==> src/rtl/phased_pwm_pkg.sv <==
// Shared constants and the saturation helper for the phased PWM array.
package phased_pwm_pkg;

    localparam int unsigned DEF_CTR_W  = 11;
    localparam int unsigned DEF_PERIOD = 1250;

    function automatic int unsigned clamp_max(input int unsigned val, input int unsigned lim);
        return (val > lim) ? lim : val;
    endfunction

endpackage

==> src/rtl/pwm_phase_channel.sv <==
// One PWM channel: phase-shifted local count compared against duty, registered output.
module pwm_phase_channel
    import phased_pwm_pkg::*;
#(
    parameter int unsigned CTR_W  = DEF_CTR_W,
    parameter int unsigned PERIOD = DEF_PERIOD
) (
    input  logic             clk,
    input  logic             rst,
    input  logic             enable,
    input  logic [CTR_W-1:0] ctr,
    input  logic [CTR_W-1:0] duty,
    input  logic [CTR_W-1:0] phase,
    output logic             pwm_out
);

    logic [CTR_W-1:0] duty_eff;
    logic [CTR_W-1:0] phase_eff;
    logic [CTR_W:0]   local_cnt;
    logic             hit;

    // Duty clamped to PERIOD yields constant high since local_cnt never exceeds PERIOD-1.
    always_comb begin
        duty_eff  = CTR_W'(clamp_max(32'(duty), PERIOD));
        phase_eff = CTR_W'(clamp_max(32'(phase), PERIOD - 1));
        if (ctr >= phase_eff)
            local_cnt = {1'b0, ctr} - {1'b0, phase_eff};
        else
            local_cnt = {1'b0, ctr} + (CTR_W+1)'(PERIOD) - {1'b0, phase_eff};
        hit = local_cnt < {1'b0, duty_eff};
    end

    always_ff @(posedge clk) begin
        if (rst)
            pwm_out <= 1'b0;
        else
            pwm_out <= enable & hit;
    end

endmodule

==> src/rtl/phased_pwm_array.sv <==
// Multi-channel phase-offset PWM: shared period counter, double-buffered per-channel settings.
module phased_pwm_array
    import phased_pwm_pkg::*;
#(
    parameter int unsigned NUM_CH = 8,
    parameter int unsigned CTR_W  = DEF_CTR_W,
    parameter int unsigned PERIOD = DEF_PERIOD,
    parameter int unsigned CH_W   = (NUM_CH > 1) ? $clog2(NUM_CH) : 1
) (
    input  logic              clk,
    input  logic              rst,
    input  logic              enable,
    input  logic              cfg_valid,
    output logic              cfg_ready,
    input  logic [CH_W-1:0]   cfg_ch,
    input  logic [CTR_W-1:0]  cfg_duty,
    input  logic [CTR_W-1:0]  cfg_phase,
    input  logic              commit,
    output logic              commit_pending,
    output logic              period_start,
    output logic [NUM_CH-1:0] pwm_out
);

    logic [CTR_W-1:0] ctr;
    logic [CTR_W-1:0] stg_duty      [NUM_CH];
    logic [CTR_W-1:0] stg_phase     [NUM_CH];
    logic [CTR_W-1:0] stg_duty_nxt  [NUM_CH];
    logic [CTR_W-1:0] stg_phase_nxt [NUM_CH];
    logic [CTR_W-1:0] act_duty      [NUM_CH];
    logic [CTR_W-1:0] act_phase     [NUM_CH];
    logic             last;
    logic             wr_en;
    logic             xfer;

    assign cfg_ready = ~commit_pending;
    assign last      = (ctr == CTR_W'(PERIOD - 1));
    assign wr_en     = cfg_valid & cfg_ready & (32'(cfg_ch) < NUM_CH);

    // A commit arriving on the last count of a period is honoured at that same boundary;
    // active regs load from the post-write staging view so a same-cycle write is included.
    always_comb begin
        xfer = enable ? ((commit_pending | commit) & last) : commit_pending;
        for (int unsigned i = 0; i < NUM_CH; i++) begin
            stg_duty_nxt[i]  = stg_duty[i];
            stg_phase_nxt[i] = stg_phase[i];
            if (wr_en && (32'(cfg_ch) == i)) begin
                stg_duty_nxt[i]  = cfg_duty;
                stg_phase_nxt[i] = cfg_phase;
            end
        end
    end

    always_ff @(posedge clk) begin
        if (rst) begin
            ctr            <= '0;
            period_start   <= 1'b0;
            commit_pending <= 1'b0;
            for (int unsigned i = 0; i < NUM_CH; i++) begin
                stg_duty[i]  <= '0;
                stg_phase[i] <= '0;
                act_duty[i]  <= '0;
                act_phase[i] <= '0;
            end
        end else begin
            ctr            <= (!enable || last) ? '0 : ctr + CTR_W'(1);
            period_start   <= enable && (ctr == '0);
            commit_pending <= xfer ? 1'b0 : (commit_pending | commit);
            stg_duty       <= stg_duty_nxt;
            stg_phase      <= stg_phase_nxt;
            if (xfer) begin
                act_duty  <= stg_duty_nxt;
                act_phase <= stg_phase_nxt;
            end
        end
    end

    for (genvar g = 0; g < NUM_CH; g++) begin : g_ch
        pwm_phase_channel #(
            .CTR_W  (CTR_W),
            .PERIOD (PERIOD)
        ) u_ch (
            .clk     (clk),
            .rst     (rst),
            .enable  (enable),
            .ctr     (ctr),
            .duty    (act_duty[g]),
            .phase   (act_phase[g]),
            .pwm_out (pwm_out[g])
        );
    end

endmodule
==> config.mk <==
export PLATFORM = sky130hd
export DESIGN_NAME = phased_pwm_array
export DESIGN_NICKNAME = d
export VERILOG_FILES = /design/src/rtl/phased_pwm_pkg.sv /design/src/rtl/pwm_phase_channel.sv /design/src/rtl/phased_pwm_array.sv
export SDC_FILE = /design/constraint.sdc
export NUM_CORES = 1
export LEC_CHECK = 0
export CORE_ASPECT_RATIO = 0.5
export CORE_MARGIN = 1.5
export CORE_UTILIZATION = 25
export CTS_BUF_LIST = sky130_fd_sc_hd__clkbuf_8
export CTS_CLUSTER_DIAMETER = 120
export DETAILED_ROUTE_END_ITERATION = 10
export GPL_TIMING_DRIVEN = 0
export RECOVER_POWER = 25
export SYNTH_ARGS = -nofsm -noshare
export SYNTH_HDL_FRONTEND = slang
export SYNTH_SLANG_ARGS = --single-unit
==> constraint.sdc <==
create_clock -name clk -period 14.5 [get_ports clk]
set_input_delay 1.45 -clock clk [delete_from_list [all_inputs] [get_ports clk]]
set_output_delay 1.45 -clock clk [all_outputs]
set_load 0.02 [all_outputs]
==> impl.org <==
** STA
- Subtracting the final worst setup slack from the clock period gives around 6800 ps.
- RSZ-0062 raised after global routing :: no
- Hold is met by around 460 ps.
- Number of endpoints failing setup at the final stage :: 0
- Slew HR :: -0.08053
- The final count of pins violating max slew came to 28.
- Setup Total Neg Slack :: 0 ps
- Number of hold violations in the final report :: 0
- Actual slew at the worst max-slew pin :: around 1600 ps
- Of the available clock period, the critical path in the final layout requires 0.4685.
- On the final layout, the worst clock skew is 39.33 ps.
- Top achievable clock speed :: 0.1472 GHz

** Yosys
- Post-synthesis net count :: roughly 3200
- Mean Syn Cell Area :: 8.122 um2
- Synthesis inferred approximately 370 register bits.
- Dominant register cell in the synthesized netlist :: sky130_fd_sc_hd__dfxtp_1
- Yosys warnings :: 0
- Cell types with the largest area share after synthesis :: sky130_fd_sc_hd__dfxtp_1, sky130_fd_sc_hd__ha_1, sky130_fd_sc_hd__nand2_1
- The mapped netlist covers approximately 0.023 mm2.
- In the synthesized netlist the async set-or-reset flop fraction comes to 0.
- Sequential fraction of the synthesis area :: 0.3191
- Number of unique standard cell types used by synthesis :: 83
- Of the post-synthesis cell area, the dominant cell type holds 0.3191.
- In this run, synthesis inferred 0 flip-flops with an integrated enable.
- Synthesis produced a netlist whose cell count is a little under 3000.
- Library cell occupying the most area in the post-synthesis netlist :: sky130_fd_sc_hd__dfxtp_1

** Setup path
- Peak per-stage delay on the critical path :: between 1000 and 1500 ps
- CP Launch Type :: flop
- In this run the worst path has a maximum fanout of 21.
- R2R setup slack :: slightly below 8000 ps
- Reg2reg path depth :: 16
- R2r startpoint :: ctr[1]$_SDFF_PP0_
- For the worst setup path, the data required time is roughly 15000 ps.
- Worst reg2reg path endpoint :: g_ch[2].u_ch.pwm_out$_SDFF_PP0_
- The worst setup path is of the reg -> reg kind.
- Arrival time at the worst endpoint :: 7300 ps
- Crit path cell chain :: inv_1 > ha_1 > nand4b_1 > a31oi_1 > a2111o_1 > a31oi_2 > buf_2 > a21oi_1 > ha_1 > a21o_1 > a21oi_1 > nor2_1 > a2111oi_0 > nor2_1 > or4_1 > a221oi_1
- Critical path's slowest cell :: sky130_fd_sc_hd__dfxtp_1
- Worst setup EP type :: flop

** Floorplan
- Die area :: between 0.09 and 0.1 mm2
- I/O pin count :: between 40 and 50
- Width of the die :: around 440 um
- The floorplan has roughly 80 rows.
- Core box area :: between 0.09 and 0.1 mm2
- The initial utilization of the core area, before any placement, comes to 0.2521.
- The floorplan step set the die height to roughly 220 um.

** Pwr
- Max VDD drop :: around 0.053 mV
- The analysis attributes to cell leakage a power of roughly 11 nW.
- Power spread over the standard cell area amounts to 116.1 mW/mm2.

** Outcome
- The checks that failed: capacitance limit, slew limit.
- Result of the run :: finished, violations left

** Worst hold path
- The worst hold path was traced through 2 stages.
- For hold timing, the worst endpoint is stg_duty[21]$_SDFF_PP0_.
- In this run the most critical hold path is launched from stg_duty[21]$_SDFF_PP0_.
- Hold crit path type :: reg -> reg

** Clock network
- Once the clock tree was built, the setup fixing pass inserted 0 buffers.
- In this run the clock root is driven by a sky130_fd_sc_hd__clkbuf_8.
- For the worst-skew pair, the clock arrives at the later sink with an insertion delay of approximately 650 ps.
- Counting the buffers created by CTS gives 66.
- After clock tree synthesis, the repair step resized 0 gates.
- Sink count of the clock tree :: approximately 370
- Buffer levels on the longest clock path :: 3
- Number of hold buffers added after cts :: 0
- The clock tree synthesis step divided the H-tree into 3 levels.
- Clock Pin Slew Worst Setup and Hold Paths :: about 60 ps
- TritonCTS built the clock tree.

** Run
- Number of max-cap violations :: 3

** Route
- The first detailed-routing pass ran for 5 iterations.
- Once detail routing completed, the nets flagged for antenna violations numbered 0.
- Total via count after detailed routing :: 21470
- Detailed-route DRC error count :: 0
- In the routed layout, each cell is associated on average with a via count of ~5.0.
- Total routed wirelength :: 77830 um
- Average wire per cell in the routed design :: about 18 um
- Detailed Route Iter0 Violations :: ~1600

** Place
- DP HPWL :: between 50000 and 60000 um
- Buffers added on ports :: 17
- Final estimated routing congestion in global placement :: 0.8857

** Global route
- The initial antenna violation count was 2.
- Pin count of the biggest net entering global routing :: 22
- Overall track demand over capacity in global routing :: 0.1584
- Via count of the first global-routing pass :: a little over 20000
- Global-route congestion overflow total :: 0
- The first global-routing pass estimated roughly 120000 um of wire.

** Finish
- In the final layout, the share of cells above drive strength 1 is 0.06060.
- Multi-input logic area :: around 0.015 mm2
- Leading cell types in the layout, fill and taps excluded :: sky130_fd_sc_hd__nand2_1, sky130_fd_sc_hd__dfxtp_1, sky130_fd_sc_hd__a21oi_1
- Area used by sequential logic in the layout :: around 0.0075 mm2
- Number of filler cells placed in the layout :: 9883
- Leading cell type in the layout, fill and taps excluded :: sky130_fd_sc_hd__nand2_1
- Final net count :: ~3300
- Area added between synthesis and finish :: 14.05%
worst max-delay path by stage:
stage	endpoint	start	slack, ps
after floorplan	g_ch[2].u_ch.pwm_out$_SDFF_PP0_	ctr[1]$_SDFF_PP0_	9490
after global placement	g_ch[2].u_ch.pwm_out$_SDFF_PP0_	ctr[1]$_SDFF_PP0_	7610
after detailed placement	g_ch[2].u_ch.pwm_out$_SDFF_PP0_	ctr[1]$_SDFF_PP0_	8490
after CTS	g_ch[2].u_ch.pwm_out$_SDFF_PP0_	ctr[1]$_SDFF_PP0_	8420
after global routing	g_ch[2].u_ch.pwm_out$_SDFF_PP0_	ctr[1]$_SDFF_PP0_	7160
final	g_ch[2].u_ch.pwm_out$_SDFF_PP0_	ctr[1]$_SDFF_PP0_	7710
cell type report:
cell class                 count  area share
timing repair buffer          24     0.01125
sequential                   373      0.2798
tap                         1255     0.05884
clock buffer                  82     0.04229
inverter                      55    0.007736
multi-input combinational   2311      0.5677
buffer                       142     0.02353
clock inverter                33    0.008579
antenna                        3   0.0002813
power breakdown:
part           internal, mW  switching (mW)
clock network         0.551           0.459
registers              1.08          0.0416
logic                 0.416           0.553
registers in the layout (all words and copies together), names as in the netlist:
| signal | count |
|---|---|
| ctr | 11 |
| g_ch.u_ch.pwm_out | 8 |
| commit_pending | 1 |
| stg_duty | 88 |
| period_start | 1 |
| stg_phase | 88 |
| act_phase | 88 |
| act_duty | 88 |
per-stage QoR:
step,instances,util,instance area (um2),power (mW),setup WS [ps]
6_report,4278,0.2875,26690,3.098,7707
5_1_grt,4277,0.2875,26690,3.292,7162
4_1_cts,4275,0.2875,26680,3.113,8419
3_5_place_dp,4160,0.2728,25320,2.098,8486
3_3_place_gp,4153,0.2709,25140,2.077,7609
2_1_floorplan,2881,-,23400,1.865,9494
synth_stat cells (12+ instances only):
cell and count:
sky130_fd_sc_hd__nor2_1 200, sky130_fd_sc_hd__a21oi_1 317, sky130_fd_sc_hd__dfxtp_1 373, sky130_fd_sc_hd__a211oi_1 23
sky130_fd_sc_hd__xnor2_1 80, sky130_fd_sc_hd__buf_2 20, sky130_fd_sc_hd__o31ai_1 35, sky130_fd_sc_hd__clkbuf_2 20
sky130_fd_sc_hd__o21ai_1 34, sky130_fd_sc_hd__inv_1 55, sky130_fd_sc_hd__o21a_1 46, sky130_fd_sc_hd__nand3_1 57
sky130_fd_sc_hd__xor2_1 54, sky130_fd_sc_hd__nor3_1 51, sky130_fd_sc_hd__fa_1 16, sky130_fd_sc_hd__ha_1 252
sky130_fd_sc_hd__nor2b_1 49, sky130_fd_sc_hd__o21ai_0 85, sky130_fd_sc_hd__a31oi_1 16, sky130_fd_sc_hd__a21o_1 42
sky130_fd_sc_hd__clkbuf_1 81, sky130_fd_sc_hd__nand2_1 530, sky130_fd_sc_hd__a2111oi_0 12, sky130_fd_sc_hd__nand2b_1 41
sky130_fd_sc_hd__o22a_1 176, sky130_fd_sc_hd__or3_1 17, sky130_fd_sc_hd__and3_1 13, sky130_fd_sc_hd__nor4_1 14
worst max-delay path, delay by kind of cell (launching register included):
family	cells	cell delay, ps
and+or+nand+nor	4	760
adders and majority gates	2	990
buffers and inverters	2	1460
AOI/OAI and AO/OA	8	1990
DFF	1	1410
cells by family after synthesis:
| logic type | Yosys count | synth area share |
|---|---|---|
| AOI/OAI and AO/OA | 867 | 0.2466 |
| xor gates and xnor gates | 134 | 0.05015 |
| adders and majority gates | 268 | 0.1484 |
| buffers and inverters | 197 | 0.03567 |
| DFF | 373 | 0.3191 |
| muxes | 11 | 0.004759 |
| and+or+nand+nor | 1031 | 0.1953 |
per-layer routing:
metal / GRT usage / part of all wire
met1: 0.1976 / 0.44
met2: 0.2721 / 0.47
met3: 0.02059 / 0.055
met4: 0.07308 / 0.041
met5: 0 / 0
Note: power is estimated with default switching activity, not from simulation.
==> edit, RTL diff (same settings) <==
Put a register stage on the output `pwm_out`, cleared by the reset. The value now appears one clock later. The other outputs are not delayed to match.
--- a/src/rtl/phased_pwm_array.sv
+++ b/src/rtl/phased_pwm_array.sv
@@ -22,2 +22,4 @@
 );
+
+    logic [NUM_CH-1:0] pwm_d;
 
@@ -87,3 +89,3 @@
             .phase   (act_phase[g]),
-            .pwm_out (pwm_out[g])
+            .pwm_out (pwm_d[g])
         );
@@ -91,2 +93,10 @@
 
+    always_ff @(posedge clk) begin
+        if (rst) begin
+            pwm_out <= '0;
+        end else begin
+            pwm_out <= pwm_d;
+        end
+    end
+
 endmodule
Formal check against the unedited RTL: not equivalent (Yosys sat finds a counterexample within 4 cycles, from zero or initial values and one cycle with rst high).
==> edit against the unedited design <==
- cell area is 1.2% higher
- setup slack better by 0.33 ns
- highest routed layer is now met5
- sequential cell count is 8 higher
- area after synthesis is 1.3% higher
- wire length is 3.4% higher
- power is 1.4% higher
- combinational power hardly changed
==> edit: results (changes against the unedited design) <==
[placement]
place_hpwl_um = 58500  ; +5.4%
place_congestion = 0.890  ; +0.47%
placed_area_um2 = 25600  ; +1.2%
preCtsSetupSlack_ns = 8.38  ; -0.102 ns
placedCellCount = 4152  ; -0.19%

[power_and_ir_drop]
power.net_switching_mw = 1.06  ; +0.91%
p_leak_nw = 11.3  ; +1.6%
power.share.sequential = 0.364  ; +0.003
vdd_drop_max_mv = 0.0615  ; +15%
powerDensity_nw_per_um2 = 116  ; +0.16%
p_comb_mw = 0.967  ; about the same

[critical_path]
critPathTopFamily = compound AO/OA/AOI/OAI gates
crit_fanout = 10  ; -52%
crit_arrival_ns = 7.03  ; -0.27 ns
max_stage_delay_ns = 1.11  ; -0.30 ns
r2r_start = ctr[2]

[cells_and_area]
fin_nets = 3265  ; -0.18%
nNonClkInverters = 61  ; +11%
multi_input_gates = 2293  ; -0.78%
antenna_cells = 3  ; unchanged
layout.area.seq_um2 = 7630  ; +2.2%
drive_gt1_frac = 0.0670  ; +0.00638
flops_and_latches = 381  ; +2.1%
nNonClkBuffers = 163  ; -1.8%
fin_util = 0.289  ; +0.00172
fillers = 10000  ; +1.2%
clkCellAreaFrac = 0.0511  ; +0.000209
nClkBuffers = 84  ; +2.4%
buf_share = 0.0382  ; +0.00337

[worst_hold_path]
hp-start = g_ch[5].u_ch.pwm_out

[route]
dr.pass1.iters = 7  ; +2
num_vias = 21600  ; +0.67%
routed.top_layer = met5
finalWirelength_um = 80400  ; +3.4%
wl_met3_um = 5060  ; +18%
route.met2.wl_um = 35200  ; -3.0%
drt-initial-drc-count = 1682  ; +6.7%
m1WireLength_um = 36100  ; +6.0%

[grt]
grtUsageMet3 = 0.0245  ; +0.00389
met2_usage = 0.262  ; -0.00993
met1_usage = 0.213  ; +0.0150
grt_max_degree = 19  ; -14%
grt_pass1_vias = 20600  ; +1.7%
grt_antenna_before_repair = 4  ; +2
grt_pass1_wl_um = 121000  ; +2.6%

[clocking]
path_clk_slew_ns = 0.06  ; about the same
clk_latency_ns = 0.66

[synth]
synth_nets = 3169  ; -0.31%
seq_area_frac_synth = 0.322  ; +0.00278
async_reset_ff_frac = 0  ; unchanged
synthCells = 2871  ; -0.35%

[timing]
worst_pin_slew_ns = 1.48  ; -0.141 ns
finClkSkew_ns = 0.0400  ; +0.000655 ns

[outcome]
outcome = finished, final reports clean

## edit: cell types whose count changed in the layout (fill, tap and decap cells not counted), sizes merged, moves of 9 or more
cell	unedited run	this run
a21oi	318	302
mux2i	10	35
nand4	11	21
nor2	200	184
nor3	51	38
o211ai	5	14
o21a	46	36
o31ai	36	27
xor2	54	65
## edit: kinds of logic (layout without fill, tap and decap cells)
logic type	count (synthesis)	after routing	synth area share
flops	381	381	0.322
fa+ha+maj	268	268	0.147
compound gates	828	828	0.232
buf+inv	197	342	0.0402
simple gates	1016	1016	0.190
mux	39	39	0.0167
xor+xnor	142	142	0.0525
other cells	0	3	0
## edit: final timing paths
check	end	slack, ns	cells after the start
worst max-delay path	g_ch[7].u_ch.pwm_out	8.04	17
worst min register to register	pwm_out[5]	0.44	1
worst min-delay path	pwm_out[5]	0.44	1
worst max register to register	g_ch[7].u_ch.pwm_out	8.04	17
